<file path="src/rtl/mul8_seq_ctrl.sv">
// mul8_seq_ctrl: unsigned 8x8 multiply built from one 4x4 array multiplier, used
// once per cycle over four cycles. Each nibble partial product is shifted into place
// and accumulated into a 16-bit register.
//
// This file also holds csa_multiplier, the 4x4 multiplier the controller instantiates.
//
// Ports (mul8_seq_ctrl):
//   clk, rst_n          clock, asynchronous active-low reset
//   clr                 synchronous abort back to idle (highest priority)
//   in_valid/in_ready   operand handshake; in_ready high only while idle
//   a, b                8-bit unsigned operands, latched on accept
//   out_valid/out_ready result handshake; out_valid high only while done
//   product             16-bit result, updated only when an operation completes
//   busy                high while multiplying or holding a result

// csa_multiplier: combinational 4x4 unsigned multiplier. The four partial-product rows
// are reduced with two carry-save rows, then one carry-propagate add.
// Ports: i_x, i_y (4-bit operands), o_p (8-bit product).
module csa_multiplier (
  input  logic [3:0] i_x,
  input  logic [3:0] i_y,
  output logic [7:0] o_p
);

  logic [7:0] w_pp0, w_pp1, w_pp2, w_pp3;
  logic [7:0] w_s1, w_c1, w_s2, w_c2;

  assign w_pp0 = {4'b0, i_x & {4{i_y[0]}}};
  assign w_pp1 = {3'b0, i_x & {4{i_y[1]}}, 1'b0};
  assign w_pp2 = {2'b0, i_x & {4{i_y[2]}}, 2'b0};
  assign w_pp3 = {1'b0, i_x & {4{i_y[3]}}, 3'b0};

  // Carry vectors cannot exceed the final product (<= 225), so no bit leaves the byte.
  assign w_s1 = w_pp0 ^ w_pp1 ^ w_pp2;
  assign w_c1 = {((w_pp0[6:0] & w_pp1[6:0]) | (w_pp0[6:0] & w_pp2[6:0]) |
                  (w_pp1[6:0] & w_pp2[6:0])), 1'b0};
  assign w_s2 = w_s1 ^ w_c1 ^ w_pp3;
  assign w_c2 = {((w_s1[6:0] & w_c1[6:0]) | (w_s1[6:0] & w_pp3[6:0]) |
                  (w_c1[6:0] & w_pp3[6:0])), 1'b0};
  assign o_p  = w_s2 + w_c2;

endmodule

module mul8_seq_ctrl #(
  parameter int unsigned SKIP_ZERO = 0
) (
  input  logic        clk,
  input  logic        rst_n,
  input  logic        clr,
  input  logic        in_valid,
  output logic        in_ready,
  input  logic [7:0]  a,
  input  logic [7:0]  b,
  output logic        out_valid,
  input  logic        out_ready,
  output logic [15:0] product,
  output logic        busy
);

  typedef enum logic [1:0] {StIdle, StMul, StDone} state_e;

  state_e      r_state;
  state_e      w_state_next;
  logic [1:0]  r_step;
  logic [15:0] r_acc;
  logic [7:0]  r_a;
  logic [7:0]  r_b;
  logic [15:0] r_product;

  logic        w_accept;
  logic        w_zero;
  logic [3:0]  w_mx;
  logic [3:0]  w_my;
  logic [7:0]  w_pp;
  logic [15:0] w_pp_sh;
  logic [15:0] w_sum;

  assign w_accept = in_valid && (r_state == StIdle);
  assign w_zero   = (SKIP_ZERO != 0) && ((a == 8'h00) || (b == 8'h00));

  // step[1] picks the a nibble, step[0] the b nibble; only latched operands feed the mux.
  assign w_mx = r_step[1] ? r_a[7:4] : r_a[3:0];
  assign w_my = r_step[0] ? r_b[7:4] : r_b[3:0];

  csa_multiplier u_mul (
    .i_x (w_mx),
    .i_y (w_my),
    .o_p (w_pp)
  );

  always_comb begin
    w_pp_sh = 16'h0000;
    case (r_step)
      2'd0:    w_pp_sh = {8'h00, w_pp};
      2'd1,
      2'd2:    w_pp_sh = {4'h0, w_pp, 4'h0};
      default: w_pp_sh = {w_pp, 8'h00};
    endcase
  end

  // Final sum peaks at 0xFE01, so the 16-bit add never wraps.
  assign w_sum = r_acc + w_pp_sh;

  always_ff @(posedge clk or negedge rst_n) begin
    if (!rst_n) begin
      r_state <= StIdle;
    end else begin
      r_state <= w_state_next;
    end
  end

  always_comb begin
    w_state_next = r_state;
    if (clr) begin
      w_state_next = StIdle;
    end else begin
      case (r_state)
        StIdle: if (w_accept) w_state_next = w_zero ? StDone : StMul;
        StMul:  if (r_step == 2'd3) w_state_next = StDone;
        StDone: if (out_ready) w_state_next = StIdle;
        default: w_state_next = StIdle;
      endcase
    end
  end

  always_ff @(posedge clk or negedge rst_n) begin
    if (!rst_n) begin
      r_step    <= 2'd0;
      r_acc     <= 16'h0000;
      r_a       <= 8'h00;
      r_b       <= 8'h00;
      r_product <= 16'h0000;
    end else if (clr) begin
      r_step <= 2'd0;
      r_acc  <= 16'h0000;
    end else begin
      case (r_state)
        StIdle: begin
          if (w_accept) begin
            r_a    <= a;
            r_b    <= b;
            r_acc  <= 16'h0000;
            r_step <= 2'd0;
            if (w_zero) r_product <= 16'h0000;
          end
        end
        StMul: begin
          r_acc  <= w_sum;
          r_step <= r_step + 2'd1;
          if (r_step == 2'd3) r_product <= w_sum;
        end
        default: ;
      endcase
    end
  end

  assign in_ready  = (r_state == StIdle);
  assign out_valid = (r_state == StDone);
  assign busy      = (r_state != StIdle);
  assign product   = r_product;

endmodule

</file>
<file path="config.mk">
export PLATFORM = sky130hd
export DESIGN_NAME = mul8_seq_ctrl
export DESIGN_NICKNAME = d
export VERILOG_FILES = /design/src/rtl/mul8_seq_ctrl.sv
export SDC_FILE = /design/constraint.sdc
export NUM_CORES = 1
export LEC_CHECK = 0
export BUFFER_PORTS_ARGS = -buffer_cell sky130_fd_sc_hd__buf_2
export CAP_MARGIN = 15
export CELL_PAD_IN_SITES_DETAIL_PLACEMENT = 1
export CELL_PAD_IN_SITES_GLOBAL_PLACEMENT = 1
export CORE_MARGIN = 2
export CORE_UTILIZATION = 40
export CTS_BUF_LIST = sky130_fd_sc_hd__clkbuf_4
export DETAILED_ROUTE_END_ITERATION = 6
export GPL_ROUTABILITY_DRIVEN = 0
export PLACE_DENSITY = 0.68
export SLEW_MARGIN = 0
export SYNTH_ARGS = -nofsm -noshare
export SYNTH_HDL_FRONTEND = slang
export SYNTH_HIERARCHICAL = 1
export SYNTH_SLANG_ARGS = --single-unit
</file>
<file path="constraint.sdc">
create_clock -name clk -period 6.5 [get_ports clk]
set_clock_uncertainty 0.1 [all_clocks]
set_input_delay 0.325 -clock clk [delete_from_list [all_inputs] [get_ports clk]]
set_output_delay 0.325 -clock clk [all_outputs]
set_load 0.01 [all_outputs]
</file>
==> out/qor.yml <==
slew_viol_final: 0
crit_arrival_ns: 5.42
vdd_drop_max_v: 0.000164
holdWs_ns: 0.0619
path_cells: "mux2_2, and2_1, fa_1, inv_1, fa_1, inv_1, ha_1, a21o_1, a21oi_2, xnor2_1, a22oi_1, nor2_1, ha_1, a21oi_1, o221ai_1, o311ai_0, xor2_1, o21ai_0"
synth_top_family_by_area: "simple AND/OR/NAND/NOR gates"
die_x_um: 98.0
core_um2: 8640
synthTopCellsByArea: "dfrtp_1, ha_1, mux2_2"
pwr_density_cell_nw_per_um2: 301
synth_fp_nets: 422
die_height_um: 98.0
avgSynthCellArea_um2: 9.54
synth_cell_types: 50
synthMuxAreaShare: 0.0911
synthXorXnorAreaFrac: 0.0273
cts_tree: "yes"
worstMarginPinSlew_ns: 1.08
numPortBuffers: 39
crit_start: "r_step[0]"
area_delta_synth_final_pct: 10.1
timing.setup.tns_ns: 0
status: "complete, no violations"
ys_ff_latch: 52
ys_async_sr_fraction: 1.00
cts.sinks: 52
grt_pass1_wl_um: 15000
vias: 2859
netlist_area_um2: 3530
rsz0062_at_grt: "no"
layout_commonest_cell: "dfrtp_1"
seq_area_frac_synth: 0.369
setup_viol: 0
synth_edf_count: 0
synth_compound_area_frac: 0.169
num-nets-final: 456
cts.path.max_buffers: 2
antenna_found_initial: 0
clock_latency_ns: 0.37
drv_cap: 0
htree_levels: 2
routedWlPerCell_um: 17.1
root_buffer: "clkbuf_4"
slowest_stage: "dfrtp_1"
cp-start-kind: "flop"
final_cell_mix: "dfrtp_1, nand2_1, buf_2"
crit_fanout: 8
synthCells: 370
io_pins: 40
r2r_setup_slack_ns: 1.22
drc_errors: 0
place_hpwl_um: 6690
final_area_um2: 3890
synth_area_leader_cell: "dfrtp_1"
place_area_um2: 3810
required_ns: 6.63
grt_start_max_net_pins: 53
end_kind: "flop"
maxSlewHeadroom: 0.272
fin_util: 0.450
multi_input_area_um2: 2110
firstDrtPassIters: 4
wl_um: 8760
crit_end: "product[12]"
drive_gt1_frac: 0.205
antenna_cells: 0
fmaxAchievable_mhz: 189
yosysWarnings: 6
dieArea_um2: 9600
placementRows: 34
overflow: 0
path_clk_slew_ns: 0.17
regArea_um2: 1300
avgViaCountPerCell: 5.57
postCtsResizedCells: 0
finalCriticalPeriod_ns: 5.28
yosys.area_share.adder: 0.125
r2r-end: "product[12]"
first_global_vias: 3056
reg2regPathDepth: 18
hp-class: "in2reg"
synth_top_area_frac: 0.369
p_leak_nw: 1.82
drtIter0Drc: 61
start_util: 0.409
synthSimpleGateAreaFrac: 0.186
cts_buffers: 5
ys.flop_type: "dfrtp_1"
fin_crit_sh: 0.813
timing_worst_setup_path_type: "reg2reg"
critPathMaxStageDelay_ns: 0.54
finalHoldViolations: 0
rr_startpoint: "r_step[0]"
track_usage: 0.192
n_fill_cell: 1027
antenna_left: 0
-- logic make-up (layout without fill, tap and decap cells) --
group,Yosys count,in the layout
AOI/OAI and AO/OA,86,86
xor gates and xnor gates,11,11
adders and majority gates,31,31
buffers and inverters,29,64
DFF,52,52
muxes,29,29
and+or+nand+nor,132,132
-- worst max-delay path, delay by kind of cell, from the launching register on --
family          cells  cell delay (ns)
compound gates      7             1.75
mux                 1             0.42
flops               1             0.54
simple gates        2             0.24
buf+inv             2             0.18
fa+ha+maj           4             1.50
xor+xnor            2             0.40
-- Yosys cell counts, types with 2 or more instances --
master and instances:
dfrtp_1 52, nand2_1 44, mux2_2 25, ha_1 24, o21ai_0 23, and2_1 21
nor2_1 19, inv_1 14, a21oi_1 12, nor3_1 12, clkbuf_1 11, nand3_1 11
a22o_1 8, fa_1 7, xnor2_1 7, a22oi_1 6, nand4_1 5, a21o_1 4
and3_1 4, mux2i_1 4, nand2b_1 4, nor2b_1 4, o211ai_1 4, o311ai_0 4
o31ai_1 4, xor2_1 4, a211oi_1 3, a21oi_2 2, a32o_1 2, buf_2 2
buf_4 2, o21bai_1 2, o31a_1 2, or2_2 2
-- registers in the layout, summed over array words and instances (netlist names) --
name / count
r_state: 2
r_step: 2
r_b: 8
r_acc: 16
product: 16
r_a: 8
-- report_power, final --
part	leakage [nW]	switching, W	internal (W)	total (W)
clock	0.0333	0.000113	0.0000457	0.000159
combinational	1.10	0.000366	0.000254	0.000620
sequential	0.687	0.0000276	0.000366	0.000393
total	1.82	0.000507	0.000665	0.00117
-- per-stage QoR --
stage	cells	power [W]	setup slack, ns
floorplan	370	0.000859	1.81
global placement	504	0.000999	1.38
detailed placement	504	0.00102	1.26
CTS	513	0.00119	1.20
global route	513	0.00128	0.821
finish	513	0.00117	1.22
-- layer usage --
metal	GRT usage	wire length, µm	vias to the layer above
met1	0.240	3940	1416
met5	0	0	-
met2	0.338	4400	40
li1	-	-	1391
met4	0.0684	229	0
met3	0.0265	187	12
-- what timing repair did --
item                                   CTS  global route
endpoints found under the hold margin   52             0
hold buffers                             1             0
buffers inserted                         0             0
-- cell type report --
| class | count | area share |
|---|---|---|
| repair buffers | 42 | 0.0566 |
| multi-input cells | 289 | 0.544 |
| clock inverters | 3 | 0.00708 |
| well taps | 108 | 0.0348 |
| clock buffers | 5 | 0.00966 |
| inverters | 14 | 0.0135 |
| flip-flops and latches | 52 | 0.335 |
-- worst min-delay path by stage --
stage,cells after the start,slack [ns],from,endpoint
2_1_floorplan,0,-0.07,rst_n,product[0]
3_3_place_gp,2,0.36,product[1],product[1]
3_5_place_dp,2,0.36,product[0],product[0]
4_1_cts,2,0.04,b[0],r_b[0]
5_1_grt,2,0.03,b[7],r_b[7]
6_report,2,0.06,b[0],r_b[0]
No activity file was read; power rests on OpenSTA's default activity.
